### src/rtl/lcd_pkg.sv
// Shared definitions for the LCD bus arbiter: controller state encoding,
// default timing constants (50 MHz clock), HD44780 command codes that need
// the long post-write wait, and the phase counter width.
package lcd_pkg;

  localparam int unsigned CNT_W = 20;

  localparam int unsigned DEF_INIT_CYC  = 1_000_000;  // 20 ms power-up
  localparam int unsigned DEF_SETUP_CYC = 4;
  localparam int unsigned DEF_EN_CYC    = 25;         // 500 ns
  localparam int unsigned DEF_HOLD_CYC  = 4;
  localparam int unsigned DEF_CMD_WAIT  = 2_500;      // 50 us
  localparam int unsigned DEF_LONG_WAIT = 100_000;    // 2 ms

  localparam logic [7:0] CLEAR = 8'h01;
  localparam logic [7:0] HOME  = 8'h02;

  typedef enum logic [2:0] {
    POWERUP,
    IDLE,
    SETUP,
    EN_HI,
    HOLD,
    WAIT
  } lcd_state_t;

  // Clear-display and return-home are the slow instructions.
  function automatic logic is_long_cmd(input logic rs, input logic [7:0] data);
    return !rs && ((data == CLEAR) || (data == HOME));
  endfunction

endpackage

### src/rtl/lcd_phase_timer.sv
// Loadable down-counter shared by every controller phase.
//   clk, rst  : clock, async active-high reset (clears the count)
//   load      : load load_val this cycle (takes priority over counting)
//   load_val  : phase length minus one
//   done      : count has reached zero (last cycle of the phase)
module lcd_phase_timer
  import lcd_pkg::*;
(
  input  logic             clk,
  input  logic             rst,
  input  logic             load,
  input  logic [CNT_W-1:0] load_val,
  output logic             done
);

  logic [CNT_W-1:0] count;

  always_ff @(posedge clk or posedge rst) begin
    if (rst) begin
      count <= '0;
    end else if (load) begin
      count <= load_val;
    end else if (count != '0) begin
      count <= count - 1'b1;
    end
  end

  assign done = (count == '0);

endmodule

### src/rtl/lcd_bus_arbiter.sv
// Two-port write arbiter for an HD44780-style LCD bus.
//   clk, rst              : 50 MHz clock, async active-high reset
//   req0/rs0/data0/ack0   : requester 0 write request, RS, byte, done pulse
//   req1/rs1/data1/ack1   : requester 1, same as requester 0
//   lcd_en/lcd_rs/lcd_rw/lcd_data : LCD bus (write-only, lcd_rw tied low)
//   busy                  : high whenever the controller is not in IDLE
// Arbitration happens only in IDLE, round-robin on contention. The winner's
// RS/byte are registered at grant and held on the bus until the next grant.
module lcd_bus_arbiter
  import lcd_pkg::*;
#(
  parameter int unsigned INIT_CYC  = DEF_INIT_CYC,
  parameter int unsigned SETUP_CYC = DEF_SETUP_CYC,
  parameter int unsigned EN_CYC    = DEF_EN_CYC,
  parameter int unsigned HOLD_CYC  = DEF_HOLD_CYC,
  parameter int unsigned CMD_WAIT  = DEF_CMD_WAIT,
  parameter int unsigned LONG_WAIT = DEF_LONG_WAIT
) (
  input  logic       clk,
  input  logic       rst,
  input  logic       req0,
  input  logic       rs0,
  input  logic [7:0] data0,
  output logic       ack0,
  input  logic       req1,
  input  logic       rs1,
  input  logic [7:0] data1,
  output logic       ack1,
  output logic       lcd_en,
  output logic       lcd_rs,
  output logic       lcd_rw,
  output logic [7:0] lcd_data,
  output logic       busy
);

  lcd_state_t       state, nxt;
  logic             pu_armed;   // POWERUP counter has been loaded
  logic             ptr;        // port favoured on contention
  logic             sel;        // port owning the current bus cycle
  logic             grant;
  logic             grant_port;
  logic             tmr_load;
  logic [CNT_W-1:0] tmr_val;
  logic             tmr_done;

  lcd_phase_timer u_timer (
    .clk      (clk),
    .rst      (rst),
    .load     (tmr_load),
    .load_val (tmr_val),
    .done     (tmr_done)
  );

  always_comb begin
    nxt        = state;
    tmr_load   = 1'b0;
    tmr_val    = '0;
    grant      = 1'b0;
    grant_port = ptr;
    unique case (state)
      // Reset leaves the counter at zero, so the first POWERUP cycle is
      // spent loading it; that cycle counts toward INIT_CYC.
      POWERUP: begin
        if (!pu_armed) begin
          if (INIT_CYC == 1) begin
            nxt = IDLE;
          end else begin
            tmr_load = 1'b1;
            tmr_val  = CNT_W'(INIT_CYC - 2);
          end
        end else if (tmr_done) begin
          nxt = IDLE;
        end
      end
      IDLE: begin
        if (req0 || req1) begin
          grant      = 1'b1;
          grant_port = (req0 && req1) ? ptr : req1;
          nxt        = SETUP;
          tmr_load   = 1'b1;
          tmr_val    = CNT_W'(SETUP_CYC - 1);
        end
      end
      SETUP: begin
        if (tmr_done) begin
          nxt      = EN_HI;
          tmr_load = 1'b1;
          tmr_val  = CNT_W'(EN_CYC - 1);
        end
      end
      EN_HI: begin
        if (tmr_done) begin
          nxt      = HOLD;
          tmr_load = 1'b1;
          tmr_val  = CNT_W'(HOLD_CYC - 1);
        end
      end
      HOLD: begin
        if (tmr_done) begin
          nxt      = WAIT;
          tmr_load = 1'b1;
          tmr_val  = is_long_cmd(lcd_rs, lcd_data) ? CNT_W'(LONG_WAIT - 1)
                                                   : CNT_W'(CMD_WAIT - 1);
        end
      end
      WAIT: begin
        if (tmr_done) begin
          nxt = IDLE;
        end
      end
      default: nxt = POWERUP;
    endcase
  end

  always_ff @(posedge clk or posedge rst) begin
    if (rst) begin
      state    <= POWERUP;
      pu_armed <= 1'b0;
      ptr      <= 1'b0;
      sel      <= 1'b0;
      lcd_rs   <= 1'b0;
      lcd_data <= '0;
    end else begin
      state <= nxt;
      if (state == POWERUP) begin
        pu_armed <= 1'b1;
      end
      if (grant) begin
        ptr      <= ~grant_port;
        sel      <= grant_port;
        lcd_rs   <= grant_port ? rs1 : rs0;
        lcd_data <= grant_port ? data1 : data0;
      end
    end
  end

  // Decoded straight from registered state so reset clears them at once.
  assign lcd_en = (state == EN_HI);
  assign lcd_rw = 1'b0;
  assign busy   = (state != IDLE);
  assign ack0   = (state == WAIT) && tmr_done && !sel;
  assign ack1   = (state == WAIT) && tmr_done && sel;

endmodule

### config.mk
export PLATFORM = sky130hd
export DESIGN_NAME = lcd_bus_arbiter
export DESIGN_NICKNAME = d
export VERILOG_FILES = /design/src/rtl/lcd_pkg.sv /design/src/rtl/lcd_phase_timer.sv /design/src/rtl/lcd_bus_arbiter.sv
export SDC_FILE = /design/constraint.sdc
export NUM_CORES = 1
export LEC_CHECK = 0
export CAP_MARGIN = 20
export CORE_MARGIN = 5
export CORE_UTILIZATION = 50
export DETAILED_ROUTE_END_ITERATION = 8
export GPL_TIMING_DRIVEN = 0
export PLACE_DENSITY = 0.77
export RECOVER_POWER = 25
export SLEW_MARGIN = 20
export SYNTH_ARGS = -nofsm -noshare
export SYNTH_HDL_FRONTEND = slang
export SYNTH_SLANG_ARGS = --single-unit
export TNS_END_PERCENT = 5
### constraint.sdc
create_clock -name clk -period 2.7 [get_ports clk]
set_input_delay 0.81 -clock clk [delete_from_list [all_inputs] [get_ports clk]]
set_output_delay 0.81 -clock clk [all_outputs]
set_load 0.1 [all_outputs]
# == Yosys cells after proc, flatten, opt, wreduce, memory -nomap -nowiden ==
# Index checks and enable logic that the tools add are counted.
# totals
reg_bits,35
in_bits,22
out_inout_bits,14
# op_classes
add_sub_neg,1
n_eq_ne,13
muxes,26
n_bitwise,1
reduce_logical,15
# op_table
operator,n
20-bit case mux with 5 select lines,1
20-bit two-way mux,3
17-bit two-way mux,2
20-bit logical NOT,1
20-bit nonzero test,1
20-bit by 1-bit subtractor with 20-bit output (second input constant),1
3-bit two-way mux,6
3-bit case mux with 6 select lines,1
8-bit by 1-bit equality test with 1-bit output (second input constant),1
8-bit by 2-bit equality test with 1-bit output (second input constant),1
1-bit two-way mux,8
8-bit two-way mux,1
2-bit != test (second input constant),4
3-bit by 2-bit equality test with 1-bit output (second input constant),2
3-bit equality test (second input constant),2
1-bit logical AND,5
5-bit two-way mux,1
5-bit AND reduction,1
2-bit two-way mux,2
3-bit by 1-bit equality test with 1-bit output (second input constant),1
3-bit logical NOT,1
3-bit by 1-bit != test with 1-bit output (second input constant),1
1-bit case mux with 3 select lines,1
3-bit OR reduction,1
other kinds (5),7

# == Depth between registers and ports, before layout ==
# Gate-level depths: netlist (run 1).
# depth
depth_word,7
depth_mapped,9
ltp_nobuf,7

# == By module ==
# A second synthesis (run 1) with hierarchy kept.
# unflattened
hier_cells,250
area_unflattened_um2,2243.4
# by_module_without_submodules
module,n_inst,cells_each,area_each_um2,seq_area_each_um2
lcd_phase_timer,1,143,1337.5,500.5
lcd_bus_arbiter,1,107,905.9,375.4

# == Worst setup path after synthesis (run 1) ==
# No wires, ideal clock.
# synth_timing
path_kind,reg2out
startpoint,register u_timer.count[9]
endpoint,output ack0
arrival_time_ns,4.038
required_ns,1.890
path_slack_ns,-2.148
stages_incl_launch_ff,4
n_path_buf,0
path_cell_list,dfrtp_1 > nor4_4 > nand4b_1 > nor4_1
# synth_via
elab_chain_cells,3
# synth_rtl
item,line,rtl
start: declaration,lcd_phase_timer.sv:16,logic [CNT_W-1:0] count;
start signal: assignment,lcd_phase_timer.sv:22,count <= load_val;
start signal: assignment,lcd_phase_timer.sv:24,count <= count - 1'b1;
20-bit logical NOT,lcd_phase_timer.sv:28,assign done = (count == '0);
1-bit logical AND (2 in series),lcd_bus_arbiter.sv:141,assign ack0 = (state == WAIT) && tmr_done && !sel;
end: declaration,lcd_bus_arbiter.sv:24,"output logic ack0,"
# No other way between the ends.

# == Worst setup path in the final report (run 1) ==
# layout_timing
startpoint,register u_timer.count[2]
endpoint,output ack0
# The elaborated chain is that of the path after synthesis.

==> summary.md, run 1 <==
| Metric | Value |
|---|---|
| Worst Path Max Fanout | `4` |
| Hold_ws | `0.520 ns` |
| Critical Path AT | `1.88 ns` |
| Final cycle utilization of the critical path | `99.5%` |
| Clock Tree Root | `clkbuf_8` |
| CP endpoint kind | `output port` |
| Rel. slew slack | `12.0%` |
| Setup-failing EPs final | `0` |
| Post-DRT Antenna Nets | `0` |
| RSZ-0062 raised after global routing | `true` |
| Distinct cell type count after synthesis | `47` |
| Hold violation total from the final report | `0` |
| Most frequent cells in the layout | `32 x dfrtp_1, 28 x clkdlybuf4s50_1, 23 x nor2_1, 16 x xnor2_1, 14 x a21oi_1` |
| Commonest non-fill, non-tap cell in the layout | `dfrtp_1` |
| Cell Area, Synth | `2090 um2` |
| Final Cell Area | `2750 um2` |
| Post-synth top flop | `dfrtp_1` |
| Buffers on Ports | `34` |
| Pin count of the biggest net entering global routing | `36` |
| Share of cells above drive strength 1 | `17.8%` |
| Initial antenna violation count | `0` |
| Max Slew Vio Count | `0` |
| Syn. warnings | `0` |
| WL final | `5250 um` |
| NumNets Final | `299` |
| Worst Tran Pin Value | `1.32 ns` |
| TritonCTS Sinks | `35` |
| Max Cap Viol | `0` |
| Multi-input logic area | `1200 um2` |
| Fillcell total | `324` |
| Htree depth | `2` |
| Fin crit period | `2.69 ns` |
| DP Wirelength | `3760 um` |
| Seq/Total Area, Yosys | `42.0%` |
| Finished Layout Cells | `326` |
| DRC | `0` |
| CTS Buf Count | `5` |
| Worst path cell trace | `nor4_4 > nand4b_1 > buf_6 > nor4_4 > buf_6` |
| CTS max path bufs | `2` |
| Setup TNS | `0 ns` |
| Critical path launch point type | `flop` |
| Gr usage total | `20.8%` |
| First-pass GRT wire length | `8990 um` |
| CORE AREA | `4030 um2` |
| Syn avg cell area | `9.36 um2` |
| Antenna diode count | `0` |
| CP peak stage delay | `0.43 ns` |
| Starting Density | `51.8%` |
| Grt total ovfl | `0` |
| Drt via density | `5.71` |
| Setup WS pre-CTS | `-1.00 ns` |
| Status | `finished, final reports clean` |
| Vias in the first global route | `1918` |
| IO Pins | `36` |
| Routed WL per cell | `16.1 um` |
| Cells after DPL | `307` |
| Peak VDD IR | `0.000652 V` |
| Number of synthesized flops with an enable pin | `0` |
| CP max-delay cell | `dfrtp_2` |
| # rows | `23` |
| Router iterations before antenna repair | `4` |
| Chip width | `74.6 um` |
| Clock skew | `0.00764 ns` |
| Tot Pwr | `3.29 mW` |
| Fmax | `0.372 GHz` |
| CP required | `1.89 ns` |
| CTS clk-pin slew, worst paths | `0.07 ns` |
| GPL Wtd Cong | `0.842` |
| Register area | `880 um2` |
| Cell area after placement | `2520 um2` |
| Syn Nets | `247` |
| Die Y | `74.6 um` |
| Post-layout util | `68.3%` |
| Setup Crit Path Kind | `reg2out` |
| Synth-to-layout area growth | `31.9%` |
| Power Density | `1190 nW/um2` |
| Final worst slack | `0.0140 ns` |
| CTS tree | `built` |
| LEAKAGE | `1.11 nW` |
| Post-synthesis register bit count | `35` |
| Mapped Cells | `223` |
| Async S/R FF share, synth | `100%` |
| 1st-iter DRT viols | `172` |
| Worst hold-check path type | `reg2reg` |
| Clk Latency, worst-skew pair | `0.29 ns` |
| Die ar. | `5570 um2` |
| CTS Hold Buffers Added | `0` |
| Total number of vias | `1862` |
cells by family (layout without fill, tap and decap cells):
logic type	count (synthesis)	after routing	synth area share, %
xor+xnor	20	20	8.39
flops	35	35	42.0
mux	1	1	0.540
fa+ha+maj	2	2	1.20
compound gates	51	51	17.6
simple gates	94	94	26.1
buf+inv	19	72	4.02
other cells	1	1	0.180
critical path: cells and delay by family (launching register included):
kind | cells | cell delay, ns
simple gates | 3 | 0.74
flops | 1 | 0.43
buf+inv | 2 | 0.42
cells in the mapped netlist (2+ instances only):
master | count | area (um2)
a211oi_1 | 8 | 60.1
a21oi_1 | 14 | 70.1
a221o_1 | 9 | 90.1
a22oi_1 | 2 | 15.0
buf_2 | 7 | 35.0
clkbuf_1 | 3 | 11.3
dfrtp_1 | 35 | 876
ha_1 | 2 | 25.0
inv_1 | 8 | 30.0
nand2_1 | 8 | 30.0
nand2b_1 | 2 | 12.5
nand3_1 | 4 | 20.0
nand3b_1 | 3 | 22.5
nand4_1 | 5 | 31.3
nand4b_1 | 4 | 35.0
nor2_1 | 24 | 90.1
nor2b_1 | 12 | 75.1
nor3_1 | 10 | 50.1
nor4_1 | 6 | 37.5
nor4_2 | 2 | 25.0
o21ai_0 | 5 | 25.0
o21ai_1 | 5 | 25.0
or2_2 | 3 | 18.8
xnor2_1 | 16 | 140
xor2_1 | 4 | 35.0
what timing repair did:
| item | CTS | global route |
|---|---|---|
| setup endpoints to repair | 4 | 2 |
| resized for setup | 27 | 7 |
| pin swaps | 5 | 6 |
| endpoints found under the hold margin | 0 | 0 |
| setup buffers | 6 | 5 |
worst paths after layout:
kind                                   from                end  slack [ns]  cells past startpoint
min reg2reg                             ptr                ptr        0.52                      1
max reg2reg                u_timer.count[7]   u_timer.count[3]        0.67                      7
max                        u_timer.count[2]               ack0        0.01                      5
min                                     ptr                ptr        0.52                      1
max in group asynchronous               rst  u_timer.count[10]        0.50                      2
min in group asynchronous               rst   u_timer.count[8]        1.33                      2
metal layers:
| layer | global-route usage, % | wire length (um) | share of wire [%] |
|---|---|---|---|
| met4 | 5.14 | 67 | 1.3 |
| met1 | 26.9 | 2290 | 44 |
| met3 | 5.81 | 340 | 6.5 |
| met2 | 34.6 | 2560 | 49 |
| met5 | 0 | 0 | 0 |
power breakdown:
| group | internal (mW) | switching [mW] |
|---|---|---|
| registers | 0.751 | 0.272 |
| clock network | 0.180 | 0.193 |
| logic | 0.727 | 1.17 |
| total | 1.66 | 1.63 |
final cells by class:
cell class                      instances  share of cell area (%)
Multi-Input combinational cell        169                    43.5
Clock inverter                          2                   0.455
Sequential cell                        35                    32.0
Timing Repair Buffer                   45                    16.1
Tap cell                               50                    2.27
Buffer                                 11                    1.95
Inverter                                8                    1.09
Clock buffer                            6                    2.64
sequential cells by signal, summed over array words and instances, names as in the netlist:
| register | cells |
|---|---|
| u_timer.count | 20 |
| lcd_data | 8 |
| state | 3 |
| lcd_rs | 1 |
| ptr | 1 |
| pu_armed | 1 |
| sel | 1 |
(Power assumes the default switching activity.)
==> run 2, diff against run 1 <==
- ABC_AREA: unset -> 1
- CORE_MARGIN: 5 -> 3
- PLACE_DENSITY: 0.77 -> 0.76
- SLEW_MARGIN: 20 -> 40
==> run 2 against run 1 <==
Clock skew shrank 0.0014 ns; power down 49%; critical path depth grew 4; utilization down 0.88 points; worst setup slack better by 0.0084 ns; critical endpoint is now ack1; largest power group is now registers.
==> summary.md, run 2 <==
| Metric | Value |
|---|---|
| Clk Latency, worst-skew pair | `0.30 ns` |
| Worst Path Max Fanout | `2` |
| DRC | `0` |
| CTS Hold Buffers Added | `0` |
| Initial antenna violation count | `0` |
| Power Density | `550 nW/um2` |
| Critical path launch point type | `flop` |
| Critical Path AT | `1.87 ns` |
| Chip width | `75.5 um` |
| Biggest register | `u_timer.count` |
| Worst Tran Pin Value | `1.37 ns` |
| Internal | `1.09 mW` |
| Number of synthesized flops with an enable pin | `0` |
| Clock skew | `0.00625 ns` |
| Antenna diode count | `0` |
| Max Slew Vio Count | `0` |
| Switching share of power | `35.0%` |
| Synth-to-layout area growth | `25.9%` |
| Mapped Cells | `336` |
| Seq/Total Area, Yosys | `36.3%` |
| CTS max path bufs | `2` |
| Htree depth | `2` |
| Cell Area, Synth | `2410 um2` |
| IO Pins | `36` |
| Fin crit period | `2.68 ns` |
| Rel. slew slack | `8.31%` |
| Final cycle utilization of the critical path | `99.2%` |
| Starting Density | `53.6%` |
| Share of cells above drive strength 1 | `19.6%` |
| Sw Pwr | `584 uW` |
| Setup Crit Path Kind | `reg2out` |
| CTS clk-pin slew, worst paths | `0.07 ns` |
| Async S/R FF share, synth | `100%` |
| Routed WL per cell | `13.8 um` |
| Syn avg cell area | `7.18 um2` |
| Fmax | `0.373 GHz` |
| Status | `finished, final reports clean` |
| Max Cap Viol | `0` |
| Distinct cell type count after synthesis | `32` |
| TritonCTS Sinks | `35` |
| Synth area leader | `dfrtp_1` |
| NumNets Final | `416` |
| CP max-delay cell | `dfrtp_1` |
| CP endpoint kind | `output port` |
| Vias in the first global route | `2241` |
| Seq pwr share | `39.7%` |
| Hold violation total from the final report | `0` |
| Worst hold-check path type | `reg2reg` |
| CP peak stage delay | `0.41 ns` |
| Die ar. | `5700 um2` |
| Syn Nets | `360` |
| CORE AREA | `4500 um2` |
| Comb pwr share | `34.6%` |
| Die Y | `75.5 um` |
| Finished Layout Cells | `445` |
| Ranking of synthesized cells by area | `dfrtp_1 36%, nand2_1 14%, nand3_1 9.1%, nor2_1 8.2%, inv_1 4.2%` |
| Post-synthesis register bit count | `35` |
| Drt via density | `5.31` |
| Post-DRT Antenna Nets | `0` |
| Router iterations before antenna repair | `4` |
| Most frequent cells in the layout | `88 x nand2_1, 50 x nor2_1, 43 x nand3_1, 34 x dfrtp_1, 25 x inv_1` |
| First-pass GRT wire length | `10100 um` |
| Total number of vias | `2363` |
| Setup TNS | `0 ns` |
| WL final | `6130 um` |
| Post-synth top flop | `dfrtp_1` |
| Grt total ovfl | `0` |
| Most common cell in the netlist | `nand2_1` |
| CTS Buf Count | `5` |
| Setup-failing EPs final | `0` |
| Largest registers | `u_timer.count (20), lcd_data (8), state (3)` |
| Syn. warnings | `0` |
| RSZ-0062 raised after global routing | `true` |
| Clock Tree Root | `clkbuf_8` |
| Pin count of the biggest net entering global routing | `36` |
| CTS tree | `built` |
| DP Wirelength | `4300 um` |
| LEAKAGE | `1.45 nW` |
| Gr usage total | `23.5%` |
| Worst path cell trace | `inv_2 > ha_4 > nand3_2 > nor2_1 > nand2_1 > nor2_4 > nand4_1 > nor2_2 > buf_12` |
| Peak VDD IR | `0.000268 V` |
| Clock share of power | `25.7%` |
| Buffers on Ports | `34` |
| Synth top cells by count | `88 x nand2_1, 53 x nor2_1, 44 x nand3_1` |
| Commonest non-fill, non-tap cell in the layout | `nand2_1` |
| Top cell type's share of synthesized area | `36.3%` |
| Max FFs per register | `20` |
| # rows | `24` |
| CP required | `1.89 ns` |
| 1st-iter DRT viols | `155` |
| GPL Wtd Cong | `0.947` |
| Cells after DPL | `422` |
## run 2: cell types whose count changed after synthesis, sizes merged, moves of 3 or more
cell and change:
xnor2 -9, or2 -3, inv +23, a221o -9, clkbuf -3, nor2b -12
nor2 +42, nand2 +82, a211oi -9, nor4 -9, nand4b -4, o21ai -3
nor3 -4, nand3 +43
## run 2: stage by stage
| step | util (%) | power, mW | worst slack [ns] | hold slack [ns] | instance area (um2) |
|---|---|---|---|---|---|
| detailed placement | 61.3 | 1.08 | -0.148 | 0.506 | 2760 |
| CTS | 66.9 | 1.64 | 0.00783 | 0.525 | 3010 |
| global route | 67.4 | 1.74 | -0.0852 | 0.542 | 3040 |
| global placement | 62.7 | 1.08 | -0.855 | 0.497 | 2820 |
| finish | 67.4 | 1.67 | 0.0224 | 0.528 | 3040 |
| floorplan | - | 0.975 | -0.175 | 0.480 | 2420 |
## run 2: metal layers
metal | global-route usage [%] | part of all wire, %
met1 | 29.0 | 43
met2 | 39.5 | 49
met3 | 4.88 | 5.8
met4 | 10.3 | 1.9
met5 | 0 | 0
## run 2: worst paths after layout
| kind | startpoint | endpoint | slack (ns) | cells after the start |
|---|---|---|---|---|
| setup reg to reg | u_timer.count[1] | u_timer.count[12] | 0.12 | 18 |
| max in group asynchronous | rst | u_timer.count[16] | 0.43 | 2 |
| hold reg to reg | pu_armed | pu_armed | 0.53 | 2 |
| hold / removal | pu_armed | pu_armed | 0.53 | 2 |
| setup / recovery | u_timer.count[0] | ack1 | 0.02 | 9 |
| min in group asynchronous | rst | ptr | 1.36 | 2 |
## run 2: final cells by class
class	instances	area, um2
Clock buffer	8	100
Sequential cell	35	877
Fill cell	396	1470
Tap cell	52	65.1
Buffer	7	52.6
Inverter	33	124
Multi-Input combinational cell	261	1400
Timing Repair Buffer	49	418
## run 2: timing repair
action                     CTS  global route
pin swaps                    6             5
setup endpoints to repair    2             6
gates resized for setup     14             5
setup buffers               14             1
## run 2: critical path, delay by kind of cell (launching register included)
kind | cells | cell delay [ns]
and+or+nand+nor | 6 | 0.73
buffers and inverters | 2 | 0.29
adders and majority gates | 1 | 0.14
DFF | 1 | 0.41
## run 2: power by group through the flow
stage	sequential (mW)	combinational (mW)	clock, mW
after floorplan	0.716	0.259	0
after global routing	0.669	0.620	0.456
after detailed placement	0.668	0.409	0
after CTS	0.659	0.539	0.437
after global placement	0.668	0.413	0
final	0.663	0.577	0.429
## run 2: kinds of logic after synthesis
logic type / Yosys count / share of synthesized area, %
DFF: 35 / 36.3
adders and majority gates: 2 / 1.04
AOI/OAI and AO/OA: 24 / 6.01
other: 1 / 0.155
buffers and inverters: 40 / 7.31
and+or+nand+nor: 221 / 44.5
xor gates and xnor gates: 13 / 4.72
==> run 3, diff against run 2 <==
- CAP_MARGIN: 20 -> unset
- CORE_UTILIZATION: 50 -> 49
- PLACE_DENSITY: 0.76 -> 0.77
- REMOVE_ABC_BUFFERS: unset -> 1
- clock period: 2.7 -> 2.14 ns (I/O delays scaled with it)
==> run 3 against run 2 <==
The flow now finishes with violations (negative setup slack); critical path depth decreased by 3; register-to-register slack improved by 0.03 ns; count of clock-buffer cells in the layout decreased by 2; worst setup slack got worse by 0.33 ns; critical path type unchanged; largest cell class unchanged; highest routed layer unchanged.
==> summary.md, run 3 (synthesized netlist as in run 2, its figures left out) <==
| Metric | Value |
|---|---|
| IO Pins | `36` |
| FF-to-FF End | `lcd_data[3]` |
| Final Cell Area | `2970 um2` |
| Worst reg-to-reg path cell count | `8` |
| GPL Wtd Cong | `0.946` |
| Worst Hold Depth | `1` |
| Final cycle utilization of the critical path | `115%` |
| Failing checks | `negative setup slack` |
| Share of cells above drive strength 1 | `18.4%` |
| Worst hold-check path type | `reg2reg` |
| CP required | `1.50 ns` |
| Router iterations before antenna repair | `4` |
| First-pass GRT wire length | `9780 um` |
| Biggest register | `u_timer.count` |
| Status | `complete, but fails checks` |
| CTS Hold Buffers Added | `0` |
| CTS Buf Count | `5` |
| Pin count of the biggest net entering global routing | `36` |
| Power Density | `650 nW/um2` |
| Clock Tree Root | `clkbuf_8` |
| Most frequent cells in the layout | `88 x nand2_1, 50 x nor2_1, 43 x nand3_1, 35 x dfrtp_1, 23 x inv_1` |
| Fmax | `0.408 GHz` |
| Max Cap Viol | `0` |
| Max FFs per register | `20` |
| Max Slew Vio Count | `0` |
| Die Y | `76.2 um` |
| Setup-failing EPs final | `2` |
| Clk Latency, worst-skew pair | `0.29 ns` |
| FF-to-FF setup slack | `0.15 ns` |
| Final worst slack | `-0.312 ns` |
| Gr usage total | `20.5%` |
| NumNets Final | `404` |
| Post-DRT Antenna Nets | `0` |
| LEAKAGE | `1.39 nW` |
| Buffers on Ports | `34` |
| Worst R2R Start | `state[2]` |
| Cells after DPL | `428` |
| CORE AREA | `4560 um2` |
| Routed WL per cell | `12.9 um` |
| Vias in the first global route | `2204` |
| Setup Crit Path Kind | `reg2out` |
| TritonCTS Sinks | `35` |
| Worst Path Max Fanout | `4` |
| Synth-to-layout area growth | `23.1%` |
| Fin crit period | `2.45 ns` |
| Worst Tran Pin Value | `1.34 ns` |
| Cell area after placement | `2720 um2` |
| WL final | `5760 um` |
| CTS clk-pin slew, worst paths | `0.07 ns` |
| Rel. slew slack | `10.8%` |
| DRC | `0` |
| Drt via density | `5.05` |
| DP Wirelength | `4120 um` |
| Total number of vias | `2248` |
| CP endpoint kind | `output port` |
| # rows | `24` |
| Critical Path AT | `1.81 ns` |
| Commonest non-fill, non-tap cell in the layout | `nand2_1` |
| CTS tree | `built` |
| Largest registers | `u_timer.count (20), lcd_data (8), state (3)` |
| Critical path launch point type | `flop` |
| Starting Density | `52.9%` |
| Hold violation total from the final report | `0` |
| Htree depth | `2` |
| WHS Endpoint | `ptr` |
| Chip width | `76.2 um` |
| Clock skew | `0.00888 ns` |
| Min-delay src | `ptr` |
| Initial antenna violation count | `0` |
| RSZ-0062 raised after global routing | `true` |
| CTS max path bufs | `2` |
| Die ar. | `5800 um2` |
| Finished Layout Cells | `445` |
| Setup TNS | `-0.609 ns` |
| Antenna diode count | `0` |
| Grt total ovfl | `0` |
| 1st-iter DRT viols | `142` |
| Peak VDD IR | `0.000377 V` |
## run 3: cell types whose count changed in the layout (fill, tap and decap cells not counted), sizes merged
cell	before	now
buf	35	22
clkbuf	8	7
clkdlybuf4s50	20	21
clkinvlp	0	1
dlygate4sd3	1	0
## run 3: worst max-delay path by stage
stage          endpoint  cells after the start  slack [ns]               from
2_1_floorplan      ack0                      8       -0.98   u_timer.count[0]
3_3_place_gp       ack1                      9       -1.25   u_timer.count[0]
3_5_place_dp       ack0                      9       -0.58   u_timer.count[0]
4_1_cts            ack1                      9       -0.34   u_timer.count[1]
5_1_grt            ack1                      9       -0.40   u_timer.count[1]
6_report           ack1                      6       -0.31  u_timer.count[15]
## run 3: critical path, stage by stage, from the launching register on
cell and delay (ns):
dfrtp_1 0.44, nor3_2 0.21, nand3_1 0.15, nor2_4 0.16
nand4_1 0.15, nor2_1 0.16, buf_6 0.24
## run 3: area by class of cell
| class | count | area [um2] |
|---|---|---|
| Tap cell | 65 | 81.3 |
| Fill cell | 405 | 1590 |
| Clock buffer | 6 | 82.6 |
| Clock inverter | 1 | 5.00 |
| Inverter | 33 | 129 |
| Multi-Input combinational cell | 261 | 1420 |
| Timing Repair Buffer | 44 | 374 |
| Sequential cell | 35 | 876 |
## run 3: report_power, final
| group | total, mW | leakage, nW | switching (mW) | internal, mW |
|---|---|---|---|---|
| clock network | 0.493 | 0.0470 | 0.240 | 0.253 |
| registers | 0.834 | 0.405 | 0.0935 | 0.740 |
| logic | 0.604 | 0.936 | 0.348 | 0.256 |
| total | 1.93 | 1.39 | 0.682 | 1.25 |
## run 3: layer usage
| metal | vias to the layer above | track usage [%] | wire length (um) |
|---|---|---|---|
| li1 | 1160 | - | - |
| met3 | 9 | 4.49 | 282 |
| met2 | 62 | 34.7 | 2790 |
| met1 | 1017 | 25.6 | 2620 |
| met5 | - | 0 | 0 |
| met4 | 0 | 7.97 | 64 |
## run 3: stage by stage
| stage | total power, mW | hold WS (ns) | setup slack, ns | utilization [%] |
|---|---|---|---|---|
| floorplan | 1.23 | 0.480 | -0.983 | - |
| global placement | 1.35 | 0.499 | -1.25 | 61.0 |
| detailed placement | 1.35 | 0.508 | -0.578 | 59.5 |
| CTS | 1.92 | 0.523 | -0.342 | 64.3 |
| global route | 2.04 | 0.552 | -0.401 | 65.1 |
| finish | 1.93 | 0.518 | -0.312 | 65.1 |
## run 3: what timing repair did
action | CTS | global route
buffers inserted | 9 | 1
endpoints found under the setup margin | 13 | 29
pin swaps | 8 | 6
gates resized for setup | 18 | 8
==> patch 1 (settings of run 2) <==
Change the package constant `CNT_W` from 20 to 22.
--- a/src/rtl/lcd_pkg.sv
+++ b/src/rtl/lcd_pkg.sv
@@ -3,7 +3,7 @@
 // the long post-write wait, and the phase counter width.
 package lcd_pkg;
 
-  localparam int unsigned CNT_W = 20;
+  localparam int unsigned CNT_W = 22;
 
   localparam int unsigned DEF_INIT_CYC  = 1_000_000;  // 20 ms power-up
   localparam int unsigned DEF_SETUP_CYC = 4;
Formal check against the unedited RTL: no difference found for any inputs over 10 cycles, from zero or initial values and one cycle with rst high; that may be too few to reach the edited logic, so the function may still have changed.
==> patch 1 against run 2 <==
The run now ends with setup timing left; area after synthesis decreased by 5.0%; non-clock buffer count decreased by 4; cell area down 4.7%; register-to-register slack better by 650 ps; first-iteration DRC count increased by 23%; wire length fell by 6.5%; setup slack lost 38 ps; sequential cell count up 2; critical path type unchanged.
Power is not compared: it rests on default switching activity, and its combinational part moved more than twofold at a synthesized area within 25%.
==> patch 1: results (changes against run 2) <==
[place]
place.gp.congestion = 0.854  ; -9.8%
placed_area_sq_mm = 0.00269  ; -2.6%
place_ws_ps = -197  ; -49.2 ps
dpl.cell_count = 399  ; -5.5%
dp.final_hpwl_mm = 4.14  ; -3.8%

[yosys]
synthXorXnorAreaFrac_pct = 6.49  ; +1.8 points
synth-seq-area-share_pct = 40.4  ; +4.1 points
syn_nets = 335  ; -6.9%
synthAdderAreaFrac_pct = 0.546  ; -0.49 points
synthesis.area_sq_mm = 0.00229  ; -5.0%
synthTopCellsByArea = dfrtp_1, nand2_1, nor2_1, nand3_1, inv_1
synth_compound_area_share_pct = 6.71  ; +0.70 points
post_synth.cell_area_avg_sq_um = 7.35  ; +2.3%
netlist_top_cells_count = nand2_1, nor2_1, dfrtp_1, nand3_1, inv_1

[status]
outcome = finished, violations left
violations = setup timing

[final_layout]
final_util_pct = 66.0  ; -1.4 points
n_fill_cell = 366  ; -7.6%
insertedDiodeCount = 0  ; unchanged
drive_gt1_share_pct = 20.9  ; +1.3 points
reg_top3 = u_timer.count: 22 flops, lcd_data: 8 flops, state: 3 flops
final_cells = 416  ; -6.5%
finish.net_count = 387  ; -7.0%

[clocking]
clock_path_buffers = 2  ; unchanged

[critical_path]
critical_path_arrival_ps = 1910  ; +40 ps
path_max_fanout = 4  ; +2

[sta]
fin_ws_ps = -15.9  ; -38.3 ps
setup_tns_ps = -24.4  ; -24.4 ps
setup_violations = 2  ; +2
fin_skew_ps = 7.01  ; +0.763 ps
slew_headroom_pct = 56.4  ; +48 points

[power]
leakagePower_nw = 1.41

[route]
viasPerCell = 5.21  ; -1.9%
wl_met3_microns = 231  ; -35%
drtIter0Drc = 190  ; +23%
wl_met2_mm = 2.85  ; -5.2%
totalWireLength_mm = 5.73  ; -6.5%
wl_met1_mm = 2.57  ; -3.0%

[grt]
track_usage_pct = 22.2  ; -1.3 points
grt_pass1_wl_mm = 9.27  ; -7.8%
grt_pass1_vias = 2020  ; -9.9%
grt_max_degree = 26  ; -28%

## patch 1: cell count changes in the layout (fill, tap and decap cells not counted), sizes merged, moves of 3 or more
cell,delta
nand2,-17
buf,-7
nand3,-7
inv,-4
nor2,+4
o21ai,+3
## patch 1: layout make-up
class	count	area share, %
buffer	7	1.64
clock buffer	7	2.98
inverter	28	3.63
multi-input combinational	240	44.2
sequential	37	32.0
tap	52	2.25
timing repair buffer	45	13.3
## patch 1: worst max-delay path: stages (launching register included)
cell	delay [ps]
dfrtp_1	420
inv_2	80
ha_4	140
nand2_4	70
nor2_4	150
nand2_4	70
nor2_4	130
nand4_1	90
buf_4	170
nor2_4	100
buf_12	180
## patch 1: final timing paths
path | cells past startpoint | end | startpoint | slack [ps]
hold / removal | 2 | pu_armed$_DFFE_PP0N_ | pu_armed$_DFFE_PP0N_ | 470
max in group asynchronous | 3 | state[0]$_DFFE_PP0P_ | rst | 740
setup reg to reg | 12 | u_timer.count[16]$_DFFE_PP0P_ | u_timer.count[0]$_DFFE_PP0P_ | 770
hold reg to reg | 2 | pu_armed$_DFFE_PP0N_ | pu_armed$_DFFE_PP0N_ | 470
min in group asynchronous | 2 | u_timer.count[12]$_DFFE_PP0P_ | rst | 960
setup / recovery | 10 | ack0 | u_timer.count[0]$_DFFE_PP0P_ | -20
## patch 1: metal layers
layer  vias up  global-route usage (%)
li1       1101                       -
met1      1010                    29.5
met2        44                    35.1
met3        11                    6.02
met4         0                    7.04
met5         -                       0
## patch 1: where the power goes
group          internal, mW  switching, mW
combinational        0.0434          0.105
clock                 0.202          0.191
sequential            0.564         0.0106
total                 0.810          0.307
## patch 1: timing repair
action                                  4_1_cts  5_1_grt
buffers inserted                              6        4
endpoints found under the setup margin        2        2
pin swaps                                     6        6
resized for setup                            14        7
==> patch 2 (flow settings as in run 2) <==
Made on the original files. Make the reset (`rst`) synchronous in 2 clocked blocks. Comments in the files are not updated.
--- a/src/rtl/lcd_phase_timer.sv
+++ b/src/rtl/lcd_phase_timer.sv
@@ -15,7 +15,7 @@
 
   logic [CNT_W-1:0] count;
 
-  always_ff @(posedge clk or posedge rst) begin
+  always_ff @(posedge clk) begin
     if (rst) begin
       count <= '0;
     end else if (load) begin
--- a/src/rtl/lcd_bus_arbiter.sv
+++ b/src/rtl/lcd_bus_arbiter.sv
@@ -112,7 +112,7 @@
     endcase
   end
 
-  always_ff @(posedge clk or posedge rst) begin
+  always_ff @(posedge clk) begin
     if (rst) begin
       state    <= POWERUP;
       pu_armed <= 1'b0;
Formal check against the unedited RTL: same outputs for any inputs over 10 cycles, from zero or initial values and one cycle with rst high; that may be too few to reach the edited logic, so the function may still have changed.
==> patch 2 against run 2 <==
Synthesized cell count grew 4.8%; area after synthesis decreased by 3.5%; non-clock buffer count shrank 9; clock skew down 1.6 ps; cell area down 4.0%; via count increased by 0.21%; sequential cell count stayed put; setup slack gained 57 ps; wire length fell by 4.2%; highest routed layer unchanged.
Power is not compared: it rests on default switching activity, and its combinational part moved more than twofold at a synthesized area within 25%.
==> patch 2: results (changes against run 2) <==
[sta]
slew_headroom_pct = 21.0  ; +13 points
holdWs_ps = 464  ; -63.9 ps
fin_skew_ps = 4.66  ; -1.59 ps
hold_viol_final = 0  ; unchanged

[route]
wl_met3_microns = 293  ; -17%
viasPerCell = 5.20  ; -2.0%
routedWlPerCell_microns = 12.9  ; -6.3%
drtIter0Drc = 126  ; -19%
wl_met1_mm = 2.59  ; -2.2%
first_pass_iters = 4  ; unchanged
totalWireLength_mm = 5.87  ; -4.2%
wl_met2_mm = 2.89  ; -3.8%
dr.max_layer_used = met4

[clocking]
cts-root-buf = clkbuf_8
cts_setup_buffers = 7  ; -7
cts_buffers = 5  ; unchanged
cts_resized = 19  ; +5
cts_hold_buffers = 0  ; unchanged

[grt]
track_usage_pct = 23.7  ; +0.22 points
grt_pass1_wl_mm = 10.0  ; about the same
grt_max_degree = 11  ; -69%
grt_pass1_vias = 2309  ; +3.0%

[place]
place.gp.congestion = 0.926  ; -2.2%
placed_area_sq_mm = 0.00267  ; -3.4%
dp.final_hpwl_mm = 4.40  ; +2.1%
port-buffer-count = 33  ; -2.9%
place_ws_ps = -81.4  ; +66.7 ps
dpl.cell_count = 437  ; +3.6%

[yosys]
synthAdderAreaFrac_pct = 1.07  ; +0.037 points
synthXorXnorAreaFrac_pct = 5.26  ; +0.55 points
synthTopCellsByArea = dfxtp_1, nand2_1, nor2_1, nand3_1, inv_1
synth_cells = 352  ; +4.8%
netlist_top_cells_count = nand2_1, nor2_1, dfxtp_1
syn_nets = 376  ; +4.4%
ys_types = 37  ; +16%
synth-seq-area-share_pct = 30.1  ; -6.2 points
synth_compound_area_share_pct = 8.65  ; +2.6 points
synthArstFlopShare_pct = 0  ; -100 points
synth_mux_area_share_pct = 0  ; unchanged

[power]
vdd_drop_max_uv = 359

[critical_path]
timing.rr.start = u_timer.count[1]$_SDFFE_PP0P_
path_max_fanout = 2  ; unchanged
ff2ff_path_depth = 11  ; -7
critical_path_arrival_ps = 1810  ; -60 ps
reg2reg_slack_ps = 950  ; +830 ps
crit_slowest_cell = dfxtp_2
r2r-end = u_timer.count[9]$_SDFFE_PP0P_
crit_path_max_incr_delay_ps = 330  ; -80 ps

[final_layout]
finish.net_count = 426  ; +2.4%
reg_top3 = u_timer.count: 20 flops, lcd_data: 8 flops, state: 3 flops
n_fill_cell = 387  ; -2.3%
drive_gt1_share_pct = 21.3  ; +1.7 points

[hold_path]
min_to = pu_armed$_SDFFE_PP0N_
worstHoldStart = pu_armed$_SDFFE_PP0N_

[status]
outcome = finished clean

[patch 2: changes by cell type in the layout (fill, tap and decap cells not counted), sizes merged, moves of 6 or more]
cell / delta
nand3: -19
clkbuf: +9
buf: -17
dfrtp: -35
nand2: +16
dfxtp: +35
inv: +6
nor2: +9
a31oi: +7
[patch 2: worst max path at each step]
stage,endpoint,slack (ps)
2_1_floorplan,ack0,-90
3_3_place_gp,ack1,-790
3_5_place_dp,ack1,-80
4_1_cts,ack1,10
5_1_grt,ack0,-10
6_report,ack0,80
[patch 2: area by class of cell]
class                   instances  area, sq um  area share [%]
clock buffers                   8          100            3.43
plain buffers                   4         26.3           0.901
inverters                      39          149            5.11
repair buffers                 43          362            12.4
well taps                      52         65.1            2.23
multi-input cells             274         1510            51.8
flip-flops and latches         35          704            24.2
[patch 2: routing by layer]
metal | vias up | global-route usage, %
met5 | - | 0
met1 | 1075 | 26.7
li1 | 1220 | -
met4 | 0 | 6.72
met2 | 63 | 44.7
met3 | 10 | 5.14
